==> config.mk <==
export PLATFORM = sky130hd
export DESIGN_NAME = and_reduce_monitor
export DESIGN_NICKNAME = d
export VERILOG_FILES = /design/src/rtl/and_reduce_monitor.sv
export SDC_FILE = /design/constraint.sdc
export NUM_CORES = 1
export LEC_CHECK = 0
export ABC_AREA = 1
export BUFFER_PORTS_ARGS = -buffer_cell sky130_fd_sc_hd__buf_2
export CAP_MARGIN = 20
export CELL_PAD_IN_SITES_DETAIL_PLACEMENT = 0
export CELL_PAD_IN_SITES_GLOBAL_PLACEMENT = 1
export CORE_MARGIN = 2
export CORE_UTILIZATION = 40
export CTS_BUF_LIST = sky130_fd_sc_hd__clkbuf_16
export DETAILED_ROUTE_END_ITERATION = 7
export HOLD_SLACK_MARGIN = 0.06
export PLACE_DENSITY_LB_ADDON = 0.1
export SYNTH_ARGS = -nofsm -noshare
export SYNTH_HDL_FRONTEND = slang
export SYNTH_SLANG_ARGS = --single-unit
==> constraint.sdc <==
create_clock -name clk -period 2.6 [get_ports clk]
set_clock_uncertainty 0.15 [all_clocks]
set_input_delay 0.26 -clock clk [delete_from_list [all_inputs] [get_ports clk]]
set_output_delay 0.26 -clock clk [all_outputs]
set_load 0.02 [all_outputs]
==> src/rtl/and_reduce_monitor.sv <==
// ============================================================================
// Module   : and_reduce_monitor
// Brief    : Reduction-AND detector with registered copy, edge pulses and a
//            saturating high-cycle counter.
// Revision : 1.0 - initial release
// ============================================================================
`default_nettype none

module and_reduce_monitor #(
  parameter int WIDTH = 3,
  parameter int CNT_W = 16
) (
  input  logic             clk,
  input  logic             rst_n,
  input  logic [WIDTH-1:0] in,
  input  logic             clr_cnt,
  output logic             out,
  output logic             out_q,
  output logic             rise,
  output logic             fall,
  output logic [CNT_W-1:0] high_cnt
);

  localparam logic [CNT_W-1:0] c_cnt_max = {CNT_W{1'b1}};
  localparam logic [CNT_W-1:0] c_cnt_one = {{(CNT_W-1){1'b0}}, 1'b1};

  logic             w_all;
  logic             r_out_q;
  logic             r_rise;
  logic             r_fall;
  logic [CNT_W-1:0] r_cnt;

  // Combinational path stays live during reset.
  assign w_all = &in;
  assign out   = w_all;

  always_ff @(posedge clk or negedge rst_n) begin
    if (!rst_n) begin
      r_out_q <= 1'b0;
      r_rise  <= 1'b0;
      r_fall  <= 1'b0;
    end else begin
      r_out_q <= w_all;
      r_rise  <= w_all & ~r_out_q;
      r_fall  <= ~w_all & r_out_q;
    end
  end

  // Clear beats a same-cycle count event; saturates instead of wrapping.
  always_ff @(posedge clk or negedge rst_n) begin
    if (!rst_n) begin
      r_cnt <= '0;
    end else if (clr_cnt) begin
      r_cnt <= '0;
    end else if (r_out_q && (r_cnt != c_cnt_max)) begin
      r_cnt <= r_cnt + c_cnt_one;
    end
  end

  assign out_q    = r_out_q;
  assign rise     = r_rise;
  assign fall     = r_fall;
  assign high_cnt = r_cnt;

endmodule

`default_nettype wire

Word level (Yosys, flattened, before mapping)
Cells that the tools add are included.
{ "word_totals": {"regBits": 19, "output_inout_bits": 20} }
{ "op_classes": {"addsub": 1, "eq_ne": 1, "muxes": 2, "bitwise": 4, "reduce_logical": 3} }
{ "op_table": {"columns": ["op", "count"], "rows": [
  ["16-bit two-way mux", 2],
  ["16-bit by 1-bit adder with 16-bit output, second input constant", 1],
  ["16-bit inequality test, second input constant", 1],
  ["3-bit AND reduction", 1],
  ["1-bit bitwise AND", 2],
  ["1-bit inverter", 2],
  ["2-bit nonzero test", 1],
  ["1-bit logical AND", 1]
]} }

Longest topological paths before layout
Gate-level depths: netlist (run 1).
{ "depth": {"ltp_word": 4, "mapped_depth": 10, "ltp_nobuf": 9} }

Worst setup path before layout (run 1)
OpenSTA, ideal clock, no wires.
{ "synth_timing": {"path_type": "reg-to-reg", "startpoint": "register r_cnt[1], in the netlist high_cnt[1]", "endpoint": "register r_cnt[12], in the netlist high_cnt[12]", "arrival_time_ps": 1567, "slack_ps": 818, "stages_incl_launch_ff": 11, "path_buffers": 1, "period_less_slack_ps": 1782, "path_cell_list": "dfrtp_1 ha_1 nand2_2 nor2_4 nand2_2 nor2_2 nor2_2 nor2_4 buf_6 nand2_1 nand2_1"} }
{ "synth_between": {"elab_chain_cells": 3} }
{ "synth_lines": {"columns": ["element", "line_no", "rtl"], "rows": [
  ["from (decl)", "31", "logic [CNT_W-1:0] r_cnt;"],
  ["from (signal assigned)", "56", "r_cnt <= r_cnt + c_cnt_one;"],
  ["16-bit by 1-bit adder with 16-bit output / 16-bit inequality test (equally long branches)", "56, 55", null],
  ["16-bit two-way mux / 1-bit logical AND (equally long branches)", "55", "end else if (r_out_q && (r_cnt != c_cnt_max)) begin"],
  ["16-bit two-way mux / 2-bit nonzero test (equally long branches)", null, null]
]} }
Parallel ways exist; a longest one is shown, timed or not. The select of a mux whose other input is x is not followed.
A chain may end at the register's enable or synchronous reset.

Worst setup path in the final report (run 1)
{ "layout_timing": {"startpoint": "register r_cnt[0], in the netlist high_cnt[0]", "endpoint": "register r_cnt[11], in the netlist high_cnt[11]"} }
The elaborated chain is that of the path after synthesis.

==> run_results.csv, run 1 <==
group,metric,value,unit
placed_design,dp_hpwl,1970,µm
layout,final_nets,194,
clock_tree,worstSkewPairLatency,0.25,ns
synth,netlist_top_cells_area,"dfrtp_1 (42%), nand2_1 (18%), nand3_1 (8.4%)",
pwr,fin_total_pwr,652,µW
synth,post-synth-top-count-cell,"nand2_1",
synth,synth_edf_count,0,
synth,synth.yosys.seq_area_share,42.2,%
layout,fin_area,1360,µm²
worst_setup_path,max_stage_delay,0.49,ns
route,viasPerCell,5.04,
route,wl,2700,µm
worst_setup_path,reg2regPathDepth,9,
worst_setup_path,path_max_fanout,14,
worst_setup_path,path_class,"register to register",
placed_design,place_ws,0.566,ns
clock_tree,cts_made_buffers,3,
synth,ys_ff_latch,19,
hold_path,min_path_type,"primary input to register",
timing,setup_violations,0,
route,drt_first_iter_violations,26,
layout,syn_to_final_growth,20.7,%
pwr,p_per_area,480,nW/µm²
worst_setup_path,crit_path_end_kind,"register",
floorplanning,fp.dieH,57.1,µm
worst_setup_path,crit_chain,"ha_1, nand2_2, nor2_4, nand2_2, nor2_2, nor2_2, nor2_4, nand2_1, nand2_1",
route,via_count,1093,
clock_tree,cts_tree,"built",
hold_path,hold_path_depth,3,
route,drc,0,
run,maxCapViolCount,0,
clock_tree,clockBufferDepth,2,
timing,worst_pin_slew,0.638,ns
hold_path,hold_path_startpoint,"in[1]",
timing,max_slew_margin,57.4,%
route,ant_nets,0,
clock_tree,cts_root_buffer,"clkbuf_16",
status,status,"completed",
synth,async_flop_share,100,%
timing,fmax,0.488,GHz
hold_path,whs_endpoint,"rise",
pwr,p_leak,0.000719,µW
synth,avgSynthCellArea,7.08,µm²
placed_design,io_buffer_count,25,
floorplanning,dieWidth,57.1,µm
global_routing,grt_pass1_vias,1002,
floorplanning,core,2710,µm²
pwr,ir_drop,0.351,mV
placed_design,globalplace.congestion,0.834,
synth,synthFlopType,"dfrtp_1",
worst_setup_path,slowest_stage,"nor2_2",
synth,netlist_area,1130,µm²
synth,synth.distinct_cells,19,
route,dr.pass1.iters,4,
timing,min_period,2.05,ns
synth,synthTopCellsByCount,"nand2_1 (55), dfrtp_1 (19), nand3_1 (19)",
timing,grt_setup_unrepaired,"no",
worst_setup_path,regToRegEndpoint,"high_cnt[11]",
floorplanning,start_util,41.6,%
global_routing,grt_pass1_wl,4680,µm
clock_tree,ctsResizeCount,0,
global_routing,grt.overflow.total,0,
floorplanning,placementRows,19,
worst_setup_path,startpoint_type,"register",
worst_setup_path,regToRegSetupSlack,0.55,ns
clock_tree,htreeDepth,1,
synth,synth_nets,166,
synth,synth_top_area_share,42.2,%
floorplanning,die_area,3260,µm²
timing,maxSlewViolCount,0,
worst_setup_path,worstPathRequired,2.59,ns
floorplanning,io_pins,26,
global_routing,antenna_found_initial,0,
worst_setup_path,reg2reg_from,"high_cnt[0]",
synth,synth_largest_area_cell,"dfrtp_1",
synth,postSynthCellCount,159,
layout,insertedDiodeCount,0,
clock_tree,clkTransAtPathRegs,0.05,ns
synth,ys_warn_count,0,
timing,fin_ws,0.550,ns
timing,setup_tns,0,ns
worst_setup_path,cp_data_arrival_time,2.04,ns
timing,hold_viol_final,0,
global_routing,grt_use_total,18.7,%
route,avgRoutedWirePerCell,12.4,µm
placed_design,dpl-instance-area,1270,µm²
clock_tree,clkSinkCount,19,
global_routing,grt_max_degree,20,
timing,fin_crit_sh,78.8,%
layout,drive_above_1_share,19.4,%
worst max-delay path, delay by kind of cell (launching register included):
kind / cells / cell delay [ns]
fa+ha+maj: 1 / 0.26
flops: 1 / 0.41
simple gates: 8 / 1.11
cell type report:
| class | instances | area, µm² |
|---|---|---|
| clock buffer | 3 | 75.1 |
| timing repair buffer | 26 | 135 |
| clock inverter | 1 | 3.75 |
| inverter | 17 | 63.8 |
| multi-input combinational | 120 | 567 |
| tap | 31 | 38.8 |
| sequential | 19 | 475 |
| fill | 276 | 1350 |
flip-flops by register name, indices dropped and copies added, names as in the netlist:
name	count
rise	1
high_cnt	16
fall	1
out_q	1
cells in the final DEF (no fill, tap or decap):
master	instances
dfrtp_1	19
ha_1	1
nor2_4	3
or2_0	1
or2_2	1
a21oi_1	5
clkbuf_16	3
nor2_1	18
nand4_1	8
nand2_1	55
dlygate4sd3_1	1
nand3b_1	1
nand2_2	2
nand3_1	19
nor2_2	2
inv_1	18
buf_2	25
xor2_1	3
nor3_1	1
power breakdown:
| part | total (µW) | internal [µW] | switching, µW |
|---|---|---|---|
| clock network | 315 | 205 | 110 |
| logic | 36.7 | 9.76 | 26.9 |
| registers | 301 | 299 | 2.08 |
| total | 652 | 513 | 139 |
cells by family (layout without fill, tap and decap cells):
family | after synthesis | after routing | share of synthesized area, %
compound gates | 5 | 5 | 2.22
xor+xnor | 3 | 3 | 2.33
fa+ha+maj | 1 | 1 | 1.11
buf+inv | 20 | 47 | 7.44
flops | 19 | 19 | 42.2
simple gates | 111 | 111 | 44.7
layer usage:
layer  vias up  global-route usage [%]  wire length [µm]
met4         0                    8.31                46
met1       499                    28.4              1350
met3         5                    2.49               120
met5         -                       0                 0
li1        561                       -                 -
met2        28                    26.4              1180
worst max path at each step:
stage                start           end  slack [ns]
2_1_floorplan  high_cnt[1]  high_cnt[12]        0.82
3_3_place_gp   high_cnt[0]  high_cnt[11]        0.60
3_5_place_dp   high_cnt[0]  high_cnt[11]        0.57
4_1_cts        high_cnt[0]  high_cnt[11]        0.55
5_1_grt        high_cnt[0]  high_cnt[11]        0.41
6_report       high_cnt[0]  high_cnt[11]        0.55
metrics by stage:
| step | utilization, % | std cells | hold slack, ns |
|---|---|---|---|
| 3_5_place_dp | 46.9 | 212 | 0.0798 |
| 6_report | 50.1 | 217 | 0.129 |
| 2_1_floorplan | - | 159 | -0.186 |
| 5_1_grt | 50.1 | 217 | 0.172 |
| 3_3_place_gp | 46.9 | 212 | 0.0799 |
| 4_1_cts | 50.1 | 217 | 0.135 |
repair_timing:
action,4_1_cts,5_1_grt
setup buffers,0,0
hold buffers,1,0
endpoints found under the hold margin,19,0
Power figures use the tool's default switching activity.
==> run 2, diff against run 1 <==
- ABC_AREA: 1 -> 0
- CORE_UTILIZATION: 40 -> 39
- clock period: 2.6 -> 2.1 ns (I/O delays scaled with it)
==> run 2 against run 1 <==
Synthesized cell count down 36%. Core utilization rose by 3.9 points. Setup slack worse by 0.43 ns. Total power increased by 25%. Synthesized area fell by 9.8%. Critical path type unchanged. Largest power group unchanged. Highest routed layer is now met3.
==> run_results.csv, run 2 <==
group,metric,value,unit
timing,min_period,1.98,ns
synth,synth.yosys.seq_area_share,46.8,%
pwr,ir_drop,0.424,mV
worst_setup_path,path_max_fanout,5,
synth,post-synth-top-count-cell,"dfrtp_1",
floorplanning,io_pins,26,
global_routing,antenna_found_initial,0,
layout,regArea,475,µm²
layout,largest_register_ffs,16,
placed_design,dp_hpwl,1710,µm
route,drt_first_iter_violations,20,
synth,postSynthCellCount,102,
timing,max_slew_margin,70.2,%
clock_tree,clkTransAtPathRegs,0.06,ns
floorplanning,dieWidth,55.0,µm
placed_design,place_ws,0.0957,ns
clock_tree,cts_tree,"built",
route,avgRoutedWirePerCell,14.6,µm
placed_design,io_buffer_count,25,
global_routing,grt.overflow.total,0,
clock_tree,cts_root_buffer,"clkbuf_16",
worst_setup_path,path_buf_inv,2,
synth,synthFlopType,"dfrtp_1",
placed_design,globalplace.congestion,0.711,
clock_tree,cts_made_buffers,3,
layout,final_nets,147,
pwr,cell_internal_pwr,643,µW
pwr,p_switching,173,µW
route,dr.pass1.iters,4,
layout,insertedDiodeCount,0,
timing,fmax,0.506,GHz
route,drc,0,
worst_setup_path,cp_top_family,"simple AND/OR/NAND/NOR gates",
layout,drive_above_1_share,33.8,%
global_routing,grt_pass1_vias,844,
hold_path,min_path_type,"primary input to register",
floorplanning,start_util,41.0,%
worst_setup_path,cp_data_arrival_time,2.00,ns
global_routing,grt_max_degree,20,
timing,hold_viol_final,0,
status,status,"completed",
floorplanning,fp.dieH,55.0,µm
layout,nFillCells,237,
floorplanning,placementRows,18,
worst_setup_path,startpoint_type,"register",
synth,synth_nets,109,
run,maxCapViolCount,0,
synth,synth_largest_area_cell,"dfrtp_1",
hold_path,hold_path_startpoint,"in[1]",
timing,worst_pin_slew,0.447,ns
timing,fin_ws,0.124,ns
route,via_count,928,
clock_tree,htreeDepth,1,
layout,syn_to_final_growth,31.8,%
synth,netlist_top_cells_area,"dfrtp_1 (47%), a21oi_1 (4.4%), or3_1 (4.3%)",
worst_setup_path,max_stage_delay,0.49,ns
synth,ys_ff_latch,19,
worst_setup_path,slowest_stage,"or4_1",
worst_setup_path,crit_chain,"ha_4, nand4_1, nor4_2, buf_4, buf_4, or4_1, a21oi_1",
timing,setup_tns,0,ns
pwr,p_leak,0.000617,µW
synth,avgSynthCellArea,9.96,µm²
layout,mostFrequentLayoutCell,"buf_2",
worst_setup_path,crit_path_end_kind,"register",
synth,synth.distinct_cells,35,
route,ant_nets,0,
layout,layout_common_cells,"buf_2 (25), dfrtp_1 (19), buf_4 (11), a21oi_1 (9)",
clock_tree,worstSkewPairLatency,0.25,ns
pwr,pwr-share-comb,5.6,%
floorplanning,core,2480,µm²
worst_setup_path,cpMostUsedCell,"buf_4",
route,wl,2470,µm
synth,synth_top_area_share,46.8,%
worst_setup_path,path_class,"register to register",
clock_tree,clockBufferDepth,2,
global_routing,grt_use_total,18.2,%
pwr,p_seq_share,45.6,%
timing,setup_violations,0,
floorplanning,die_area,3030,µm²
pwr,clkPwrFrac,48.7,%
route,viasPerCell,5.49,
synth,netlist_area,1020,µm²
pwr,switching_share,21.1,%
global_routing,grt_pass1_wl,3890,µm
synth,synthTopCellsByCount,"dfrtp_1 (19), a21oi_1 (9)",
timing,maxSlewViolCount,0,
clock_tree,clkSinkCount,19,
pwr,p_per_area,610,nW/µm²
worst_setup_path,worstPathRequired,2.13,ns
layout,multi_input_area,518,µm²
worst_setup_path,reg2reg_from,"high_cnt[0]",
timing,grt_setup_unrepaired,"no",
synth,async_flop_share,100,%
worst_setup_path,cp-startpoint,"high_cnt[0]",
synth,ys_warn_count,0,
timing,fin_crit_sh,94.1,%
synth,synth_edf_count,0,
[run 2: worst reg2reg max path: cells and delay by family (launching register included)]
family                     cells  cell delay [ns]
AOI/OAI and AO/OA              1             0.14
and+or+nand+nor                3             0.74
buffers and inverters          2             0.27
adders and majority gates      1             0.19
DFF                            1             0.42
[run 2: final timing paths]
path	to	slack, ns	depth (start not counted)
worst max-delay path	high_cnt[9]	0.12	7
worst min-delay path	rise	0.09	3
worst max register to register	high_cnt[9]	0.12	7
worst min register to register	high_cnt[7]	0.40	1
max in group asynchronous	fall	1.20	2
min in group asynchronous	high_cnt[14]	0.28	2
[run 2: cells by family after synthesis]
logic type | after synthesis | share of synthesized area [%]
and+or+nand+nor | 47 | 27.6
DFF | 19 | 46.8
muxes | 1 | 0.985
buffers and inverters | 6 | 3.45
xor gates and xnor gates | 2 | 1.72
adders and majority gates | 1 | 1.23
AOI/OAI and AO/OA | 26 | 18.2
[run 2: routing by layer]
metal	wire [µm]	vias to the layer above	GRT usage [%]
met4	0	0	4.88
met2	1150	22	29.4
met3	91	0	3.49
met1	1230	444	25.0
li1	-	462	-
met5	0	-	0
[run 2: layout make-up]
type,count,area share [%]
multi-input combinational,77,38.7
sequential,19,35.5
timing repair buffer,37,16.3
clock buffer,3,5.61
tap,30,2.80
clock inverter,1,0.561
inverter,2,0.561
[run 2: power by group through the flow]
stage / combinational [µW] / sequential, µW / clock [µW]
2_1_floorplan: 13.8 / 384 / 0
3_3_place_gp: 42.5 / 378 / 0
3_5_place_dp: 43.1 / 378 / 0
4_1_cts: 44.6 / 372 / 408
5_1_grt: 49.5 / 372 / 427
6_report: 46.1 / 372 / 398
[run 2: per-stage QoR]
step / area [µm²] / instances / utilization [%] / power [µW] / hold slack (ns)
floorplan: 1020 / 102 / - / 398 / -0.236
global placement: 1200 / 160 / 48.6 / 421 / 0.0275
detailed placement: 1200 / 160 / 48.6 / 422 / 0.0327
CTS: 1300 / 165 / 52.3 / 824 / 0.0823
global route: 1340 / 169 / 54.0 / 849 / 0.114
finish: 1340 / 169 / 54.0 / 816 / 0.0867
[run 2: repair_timing]
item	4_1_cts	5_1_grt
buffers inserted	0	4
hold buffers	1	0
gates resized for setup	0	2
setup endpoints to repair	0	2
endpoints found under the hold margin	19	0
==> run 3, diff against run 2 <==
- PLACE_DENSITY_LB_ADDON: 0.1 -> 0.2
==> run 3 against run 2 <==
Design area fell by 3.4%. Flip-flop and latch count unchanged. Fmax rose by 0.29%. Global-route usage grew 0.71 points. Combinational power down 5.4%. Critical path depth unchanged. Core utilization decreased by 1.8 points. Sequential share of layout area up 1.2 points. Largest power group unchanged.
==> run_results.csv, run 3 (same netlist as run 2, synthesis figures left out) <==
group,metric,value,unit
layout,multi_input_area,514,µm²
clock_tree,htreeDepth,1,
timing,setup_violations,0,
run,maxCapViolCount,0,
status,status,"completed",
timing,maxSlewViolCount,0,
route,wl,2400,µm
placed_design,globalplace.congestion,0.798,
timing,fin_ws,0.129,ns
worst_setup_path,path_buf_inv,2,
placed_design,place_ws,0.118,ns
clock_tree,cts_tree,"built",
route,ant_nets,0,
timing,worst_pin_slew,0.434,ns
global_routing,grt_pass1_wl,3930,µm
global_routing,antenna_found_initial,0,
worst_setup_path,max_stage_delay,0.50,ns
layout,final_nets,142,
pwr,p_leak,0.000613,µW
clock_tree,worstSkewPairLatency,0.25,ns
global_routing,grt.overflow.total,0,
floorplanning,dieWidth,55.0,µm
hold_path,min_path_type,"primary input to register",
worst_setup_path,cpMostUsedCell,"buf_4",
layout,largest_register_ffs,16,
placed_design,dp_hpwl,1720,µm
route,avgRoutedWirePerCell,14.6,µm
worst_setup_path,cp_top_family,"simple AND/OR/NAND/NOR gates",
global_routing,grt_use_total,18.9,%
pwr,ir_drop,0.525,mV
layout,layout_common_cells,"buf_2 (25), dfrtp_1 (19), a21oi_1 (9)",
clock_tree,cts_made_buffers,3,
worst_setup_path,cp_data_arrival_time,2.00,ns
worst_setup_path,path_class,"register to register",
placed_design,dp.cells,158,
route,viasPerCell,5.66,
timing,max_slew_margin,71.1,%
worst_setup_path,startpoint_type,"register",
clock_tree,clockBufferDepth,2,
layout,drive_above_1_share,29.9,%
floorplanning,io_pins,26,
layout,regArea,475,µm²
floorplanning,placementRows,18,
worst_setup_path,slowest_stage,"or4_1",
timing,hold_viol_final,0,
worst_setup_path,crit_chain,"ha_1, nand4_1, buf_4, nor4_4, buf_4, or4_1, a21oi_1",
timing,min_period,1.97,ns
timing,fin_crit_sh,93.8,%
pwr,p_per_area,620,nW/µm²
clock_tree,clkTransAtPathRegs,0.05,ns
floorplanning,start_util,41.0,%
placed_design,io_buffer_count,25,
timing,fmax,0.507,GHz
timing,grt_setup_unrepaired,"no",
layout,final_cells,164,
route,via_count,928,
worst_setup_path,path_max_fanout,8,
layout,mostFrequentLayoutCell,"buf_2",
route,drc,0,
clock_tree,clkSinkCount,19,
global_routing,grt_max_degree,20,
route,drt_first_iter_violations,15,
clock_tree,cts_root_buffer,"clkbuf_16",
floorplanning,die_area,3030,µm²
layout,nFillCells,235,
global_routing,grt_pass1_vias,874,
layout,insertedDiodeCount,0,
worst_setup_path,worstPathRequired,2.13,ns
route,dr.pass1.iters,4,
floorplanning,core,2480,µm²
pwr,fin_total_pwr,803,µW
worst_setup_path,crit_path_end_kind,"register",
floorplanning,fp.dieH,55.0,µm
timing,setup_tns,0,ns
layout,syn_to_final_growth,27.3,%
## run 3: cell types whose count changed in the layout (fill, tap and decap cells not counted), sizes merged
cell	change
clkinvlp	-1
inv	+1
buf	-5
## run 3: path summary, 6_finish.rpt
check	depth (start not counted)	slack (ns)	from	to
hold / removal	3	0.08	in[1]	rise
setup / recovery	7	0.13	high_cnt[1]	high_cnt[9]
min in group asynchronous	2	0.28	rst_n	high_cnt[12]
setup reg to reg	7	0.13	high_cnt[1]	high_cnt[9]
max in group asynchronous	2	1.22	rst_n	high_cnt[15]
hold reg to reg	1	0.39	high_cnt[7]	high_cnt[7]
## run 3: final cells by class
class | count | share of cell area [%]
Clock buffer | 3 | 5.80
Clock inverter | 1 | 0.290
Inverter | 2 | 0.580
Multi-Input combinational cell | 77 | 39.7
Sequential cell | 19 | 36.8
Tap cell | 30 | 2.90
Timing Repair Buffer | 32 | 13.9
## run 3: routing by layer
metal	vias up	global-route usage, %	part of all wire (%)
met4	0	7.72	1.9
met3	5	6.45	4.7
met1	443	23.2	45
li1	455	-	-
met5	-	0	0
met2	25	30.4	48
## run 3: worst min-delay path, delay by kind of cell
kind,cells,cell delay (ns)
buf+inv,1,0.10
simple gates,2,0.14
## run 3: where the power goes
group | internal, µW | switching [µW]
registers | 370 | 1.74
logic | 15.0 | 28.6
clock network | 253 | 134
total | 639 | 164
## run 3: through the flow
step           instance area (µm²)  hold WS, ns  util, %
6_report                      1290       0.0814     52.2
5_1_grt                       1290        0.122     52.2
4_1_cts                       1280       0.0760     51.6
3_5_place_dp                  1190       0.0256     48.0
3_3_place_gp                  1190       0.0236     48.0
2_1_floorplan                 1020       -0.236        -
## run 3: repair_timing
item,4_1_cts,5_1_grt
hold endpoints to repair,19,0
setup buffers,0,1
gates resized for setup,0,1
hold buffers,1,0
endpoints found under the setup margin,0,2
